`src/rtl/input_debouncer.sv`:
```
// Per-bit synchronizer and tick-sampled debounce filter; outputs are levels plus one-cycle rise/fall pulses.
// Latency is at most 2 + STABLE_SAMPLES*TICK_DIV cycles from din to dout; there is no backpressure and outputs are always valid.
module input_debouncer #(
    parameter int WIDTH          = 8,
    parameter int TICK_DIV       = 65536,
    parameter int STABLE_SAMPLES = 4
) (
    input  logic             clk,
    input  logic             srst,
    input  logic [WIDTH-1:0] din,
    output logic [WIDTH-1:0] dout,
    output logic [WIDTH-1:0] rise,
    output logic [WIDTH-1:0] fall,
    output logic             tick
);

    localparam int CW = (TICK_DIV > 1) ? $clog2(TICK_DIV) : 1;
    localparam int MW = (STABLE_SAMPLES > 0) ? $clog2(STABLE_SAMPLES + 1) : 1;
    localparam logic [CW-1:0] CNT_LAST = CW'(TICK_DIV - 1);
    localparam logic [MW-1:0] M_LAST   = MW'(STABLE_SAMPLES - 1);

    logic [WIDTH-1:0] sync1;
    logic [WIDTH-1:0] sync2;
    logic [CW-1:0]    cnt;
    logic [MW-1:0]    m [WIDTH];

    assign tick = (cnt == CNT_LAST);

    always_ff @(posedge clk) begin
        if (srst) begin
            cnt <= '0;
        end else if (tick) begin
            cnt <= '0;
        end else begin
            cnt <= cnt + 1'b1;
        end
    end

    // m counts consecutive mismatching ticks; any matching cycle discards progress.
    always_ff @(posedge clk) begin
        if (srst) begin
            sync1 <= '0;
            sync2 <= '0;
            dout  <= '0;
            rise  <= '0;
            fall  <= '0;
            for (int i = 0; i < WIDTH; i++) begin
                m[i] <= '0;
            end
        end else begin
            sync1 <= din;
            sync2 <= sync1;
            for (int i = 0; i < WIDTH; i++) begin
                rise[i] <= 1'b0;
                fall[i] <= 1'b0;
                if (sync2[i] == dout[i]) begin
                    m[i] <= '0;
                end else if (tick) begin
                    if (m[i] == M_LAST) begin
                        dout[i] <= sync2[i];
                        rise[i] <= sync2[i];
                        fall[i] <= ~sync2[i];
                        m[i]    <= '0;
                    end else begin
                        m[i] <= m[i] + 1'b1;
                    end
                end
            end
        end
    end

endmodule

```
`config.mk`:
```
export PLATFORM = sky130hd
export DESIGN_NAME = input_debouncer
export DESIGN_NICKNAME = d
export VERILOG_FILES = /design/src/rtl/input_debouncer.sv
export SDC_FILE = /design/constraint.sdc
export NUM_CORES = 1
export LEC_CHECK = 0
export ABC_AREA = 1
export BUFFER_PORTS_ARGS = -buffer_cell sky130_fd_sc_hd__buf_4
export CAP_MARGIN = 20
export CORE_ASPECT_RATIO = 0.6
export CORE_MARGIN = 2
export CORE_UTILIZATION = 25
export DETAILED_ROUTE_END_ITERATION = 8
export PLACE_DENSITY_LB_ADDON = 0.12
export SLEW_MARGIN = 15
export SYNTH_ARGS = -nofsm -noshare
export SYNTH_HDL_FRONTEND = slang
export SYNTH_SLANG_ARGS = --single-unit
```
`constraint.sdc`:
```
create_clock -name clk -period 2.1 [get_ports clk]
set_input_delay 0.105 -clock clk [delete_from_list [all_inputs] [get_ports clk]]
set_output_delay 0.105 -clock clk [all_outputs]
set_load 0.02 [all_outputs]
```
; Yosys cells after proc, flatten, opt, wreduce, memory -nomap -nowiden
; Memory sizes are Yosys's and may differ from the RTL's.
; Index checks and enable logic that the tools add are counted.
[word_totals]
elab_cells = 250
in_bits = 10
ram_bits = 24
out_inout_bits = 25
mem_count = 1
ff_bits = 56
[mem_list]
columns = memory, words, word_bits, rd, rd_clocked_by_memory_dff, wr, line_no
row1 = m, 8, 3, 8, 0, 8, 25  ; logic [MW-1:0] m [WIDTH];
[op_classes]
n_addsub = 9
n_reduce_logical = 17
n_eq_ne = 17
bitwise_logic = 49
n_mux = 130
[op_table]
columns = operator, n
row1 = 1-bit two-way mux, 106
row2 = 3-bit two-way mux, 24
row3 = 4-bit OR reduction, 8
row4 = 1-bit inverter, 25
row5 = "3-bit by 1-bit adder with 3-bit output, second input constant", 8
row6 = "3-bit by 2-bit == test with 1-bit output, second input constant", 8
row7 = 1-bit OR, 24
row8 = 3-bit AND reduction, 8
row9 = "16-bit by 1-bit adder with 16-bit output, second input constant", 1
row10 = "16-bit == test, second input constant", 1
row11 = 1-bit == test, 8
row12 = 2-bit OR reduction, 1

; Longest topological paths before layout
[logic_depth]
depth_word = 8
ltp_mapped = 10
mapped_depth_nobuf = 10

; Least setup slack after synthesis
; Ideal clock, no wire load.
[synth_timing]
path_kind = reg2reg
start = register cnt[0]
end = memory m[1][10] (netlist name), enable pin
t_arrival_ps = 1322
required_time_ps = 1796
setup_slack_ps = 474
path_buffers = 0
stages_incl_launch_ff = 10
period_less_slack_ps = 1626
setup_time_ps = 304
cell_sequence = dfxtp_1 ha_1 nand2_1 nor2_4 nand2_2 nor2_8 inv_2 nand2_2 inv_2 nand2_1
[synth_lines]
columns = element, line_no
row1 = "start, declared", 24  ; logic [CW-1:0] cnt;
row2 = "start signal, assigned", 35  ; cnt <= cnt + 1'b1;
row3 = "end, declared", 25

; Worst setup path after layout
[layout_timing]
start = register cnt[0]
end = output tick
[layout_between]
elab_chain_cells = 1
[layout_rtl]
columns = element, line_no
row1 = 16-bit == test, 27  ; assign tick = (cnt == CNT_LAST);
row2 = "end, declared", 14  ; output logic tick
; No other way between the ends.

==> impl_metrics.env <==
export IMPL_drt_iter0_markers=106
export IMPL_slew_headroom_pct=61.32
export IMPL_rows=32
export IMPL_synth_commonest_cells="80 x nor2_1, 57 x inv_1, 56 x dfxtp_1"
export IMPL_grt_pass1_vias=2113
export IMPL_hold_viol=0
export IMPL_synth_top_family_by_area="simple AND/OR/NAND/NOR gates"
export IMPL_cts_resized=0
export IMPL_fin_crit_sh_pct=92.84
export IMPL_port_buffers=34
export IMPL_grt_pass1_wl_um=10430
export IMPL_synth_area_um2=3357
export IMPL_stdcell_area_um2=4193
export IMPL_netlist_top_cell_by_area="dfxtp_1"
export IMPL_setup_ws_ps=150.4
export IMPL_avgRoutedWirePerCell_um=10.49
export IMPL_crit_path_end_kind="output pin"
export IMPL_worstPathArrival_ps=1840
export IMPL_die_w_um=153.6
export IMPL_initial_core_util_pct=25.88
export IMPL_dpl_worst_slack_ps=250.0
export IMPL_ir_worst_vdd_mv=0.3914
export IMPL_post_drt_via_cell_ratio=3.819
export IMPL_instances_no_fill=586
export IMPL_wl_um=6145
export IMPL_die_h_um=93.76
export IMPL_drtAntennaViolNets=0
export IMPL_setup_violations=0
export IMPL_required_ps=2000
export IMPL_syn_nets=387
export IMPL_synthSimpleGateAreaFrac_pct=23.41
export IMPL_fill_cells=1369
export IMPL_path_clk_slew_ps=50
export IMPL_finClkSkew_ps=6.904
export IMPL_syn_area_per_cell_um2=9.325
export IMPL_drive_gt1_share_pct=17.55
export IMPL_synthAdderAreaFrac_pct=6.336
export IMPL_synthMuxAreaShare_pct=0
export IMPL_p_clk_share_pct=48.8
export IMPL_finalMaxSlewViolations=0
export IMPL_cp_endpoint="tick"
export IMPL_synth_edf_count=24
export IMPL_rsz0062_at_grt="no"
export IMPL_synth_cell_types=27
export IMPL_r2r_cells=9
export IMPL_num_io_pins=35
export IMPL_clock_sinks=80
export IMPL_max_freq_ghz=0.5129
export IMPL_ys_ff_latch=80
export IMPL_cts_buffers=9
export IMPL_synth_compound_area_share_pct=2.870
export IMPL_antennaDiodeCount=0
export IMPL_synth_cells=360
export IMPL_synth_xor_area_share_pct=4.174
export IMPL_p_sw_mw=0.6574
export IMPL_yosys_warnings=0
export IMPL_drc=0
export IMPL_startpoint="cnt[0]"
export IMPL_critPathLaunchType="register"
export IMPL_cts_hold_buf=7
export IMPL_vias=2238
export IMPL_die_area_um2=14400
export IMPL_tns_ps=0
export IMPL_cap_violations=0
export IMPL_cp_max_fo=13
export IMPL_overflow=0
export IMPL_grt_usage_pct=9.409
export IMPL_internal_power_mw=2.723
export IMPL_rr_startpoint="cnt[0]"
export IMPL_netSwitchingFraction_pct=19.45
export IMPL_worstMarginPinSlew_ps=578.3
export IMPL_timing_rr_end="m[1][11]"
export IMPL_cts_htree_levels=3
export IMPL_clockBufferDepth=2
export IMPL_cts_setup_buffers=0
export IMPL_post_synth_top_count_cell="nor2_1"
export IMPL_root_buffer="clkbuf_16"
export IMPL_yosysTopAreaCellShare_pct=33.40
export IMPL_outcome="finished, final reports clean"
export IMPL_r2r_slack_ps=270
export IMPL_ys_seq_area_share_pct=54.86
export IMPL_firstDrtPassIters=4
export IMPL_nNetsFinal=438
export IMPL_async_reset_ff_share_pct=0
export IMPL_min_period_ps=1950
export IMPL_gp_congestion=0.6734
export IMPL_combPwrFrac_pct=3.0
export IMPL_antenna_found_initial=0
export IMPL_power_density_nw_per_um2=806.2
export IMPL_grt_start_max_net_pins=22
export IMPL_dp_cells=563
export IMPL_postPlaceCellArea_um2=3807
export IMPL_synth_ff_type="dfxtp_1"
export IMPL_criticalPathCategory="register to output pin"
export IMPL_coreArea_um2=12970
export IMPL_synth_area_leaders="dfxtp_1 33%, edfxtp_1 21%, nor2_1 8.9%"
export IMPL_areaGrowthSynthToFinish_pct=24.90
export IMPL_dp_hpwl_um=4456
export IMPL_seqPwrFrac_pct=48.1
export IMPL_leakage_nw=1.845
export IMPL_hp_class="input pin to register"
export IMPL_cts_tree="built"
export IMPL_clk_latency_ps=330
-- state kept, by name (all words and copies together) (netlist names) --
name,flops
cnt,16
dout,8
fall,8
m,24
rise,8
sync1,8
sync2,8
-- routing by layer --
metal,up-vias,part of all wire [%],track usage (%)
met5,-,0,0
met4,0,1.2,3.670
met3,8,5.7,4.336
met2,35,37,12.63
met1,975,56,12.93
li1,1220,-,-
-- kinds of logic (layout without fill, tap and decap cells) --
| logic type | Yosys count | after routing |
|---|---|---|
| buf+inv | 66 | 122 |
| simple gates | 164 | 164 |
| xor+xnor | 16 | 16 |
| compound gates | 17 | 17 |
| flops | 80 | 80 |
| fa+ha+maj | 17 | 17 |
-- cell usage in the layout, fill, tap and decap left out, drive strengths merged, types with 8 or more instances in the layout --
master / instances
o21ai: 8
a21oi: 9
dfxtp: 56
clkbuf: 12
nand2: 54
nor2: 85
nand3: 10
edfxtp: 24
ha: 17
buf: 39
inv: 60
xor2: 12
-- area by class of cell --
class,count,area (µm²),area share (%)
clock buffer,12,246.5,5.879
clock inverter,4,68.82,1.641
inverter,60,225.2,5.372
multi-input combinational,214,1235,29.45
sequential,80,1842,43.93
tap,170,212.7,5.073
timing repair buffer,46,362.8,8.654
-- per-stage QoR --
| step | hold slack, ps | utilization (%) | power [mW] |
|---|---|---|---|
| global route | 23.79 | 32.32 | 3.524 |
| finish | 6.587 | 32.32 | 3.380 |
| detailed placement | 312.6 | 29.35 | 1.755 |
| global placement | 310.3 | 29.35 | 1.755 |
| floorplan | 212.0 | - | 1.718 |
| CTS | 3.424 | 32.32 | 3.441 |
-- worst min-delay path by stage --
stage / start / end / cells after the start
final: din[5] / sync1[5] / 3
after global routing: din[5] / sync1[5] / 3
after CTS: din[5] / sync1[5] / 3
after detailed placement: din[4] / sync1[4] / 3
after global placement: din[3] / sync1[3] / 3
after floorplan: din[0] / sync1[0] / 2
-- worst max-delay path, stage by stage (launching register included) --
cell	delay (ps)
dfxtp_1	350
ha_1	170
nand2_1	100
nor2_4	130
nand2_2	130
nor2_8	220
buf_4	240
buf_4	170
-- power groups by stage --
stage | registers [mW] | clock network, mW | logic [mW]
3_5_place_dp | 1.66 | 0 | 0.0934
4_1_cts | 1.63 | 1.71 | 0.104
5_1_grt | 1.63 | 1.78 | 0.117
6_report | 1.63 | 1.65 | 0.102
2_1_floorplan | 1.66 | 0 | 0.0610
3_3_place_gp | 1.66 | 0 | 0.0940
Note: power is estimated with default switching activity, not from simulation.
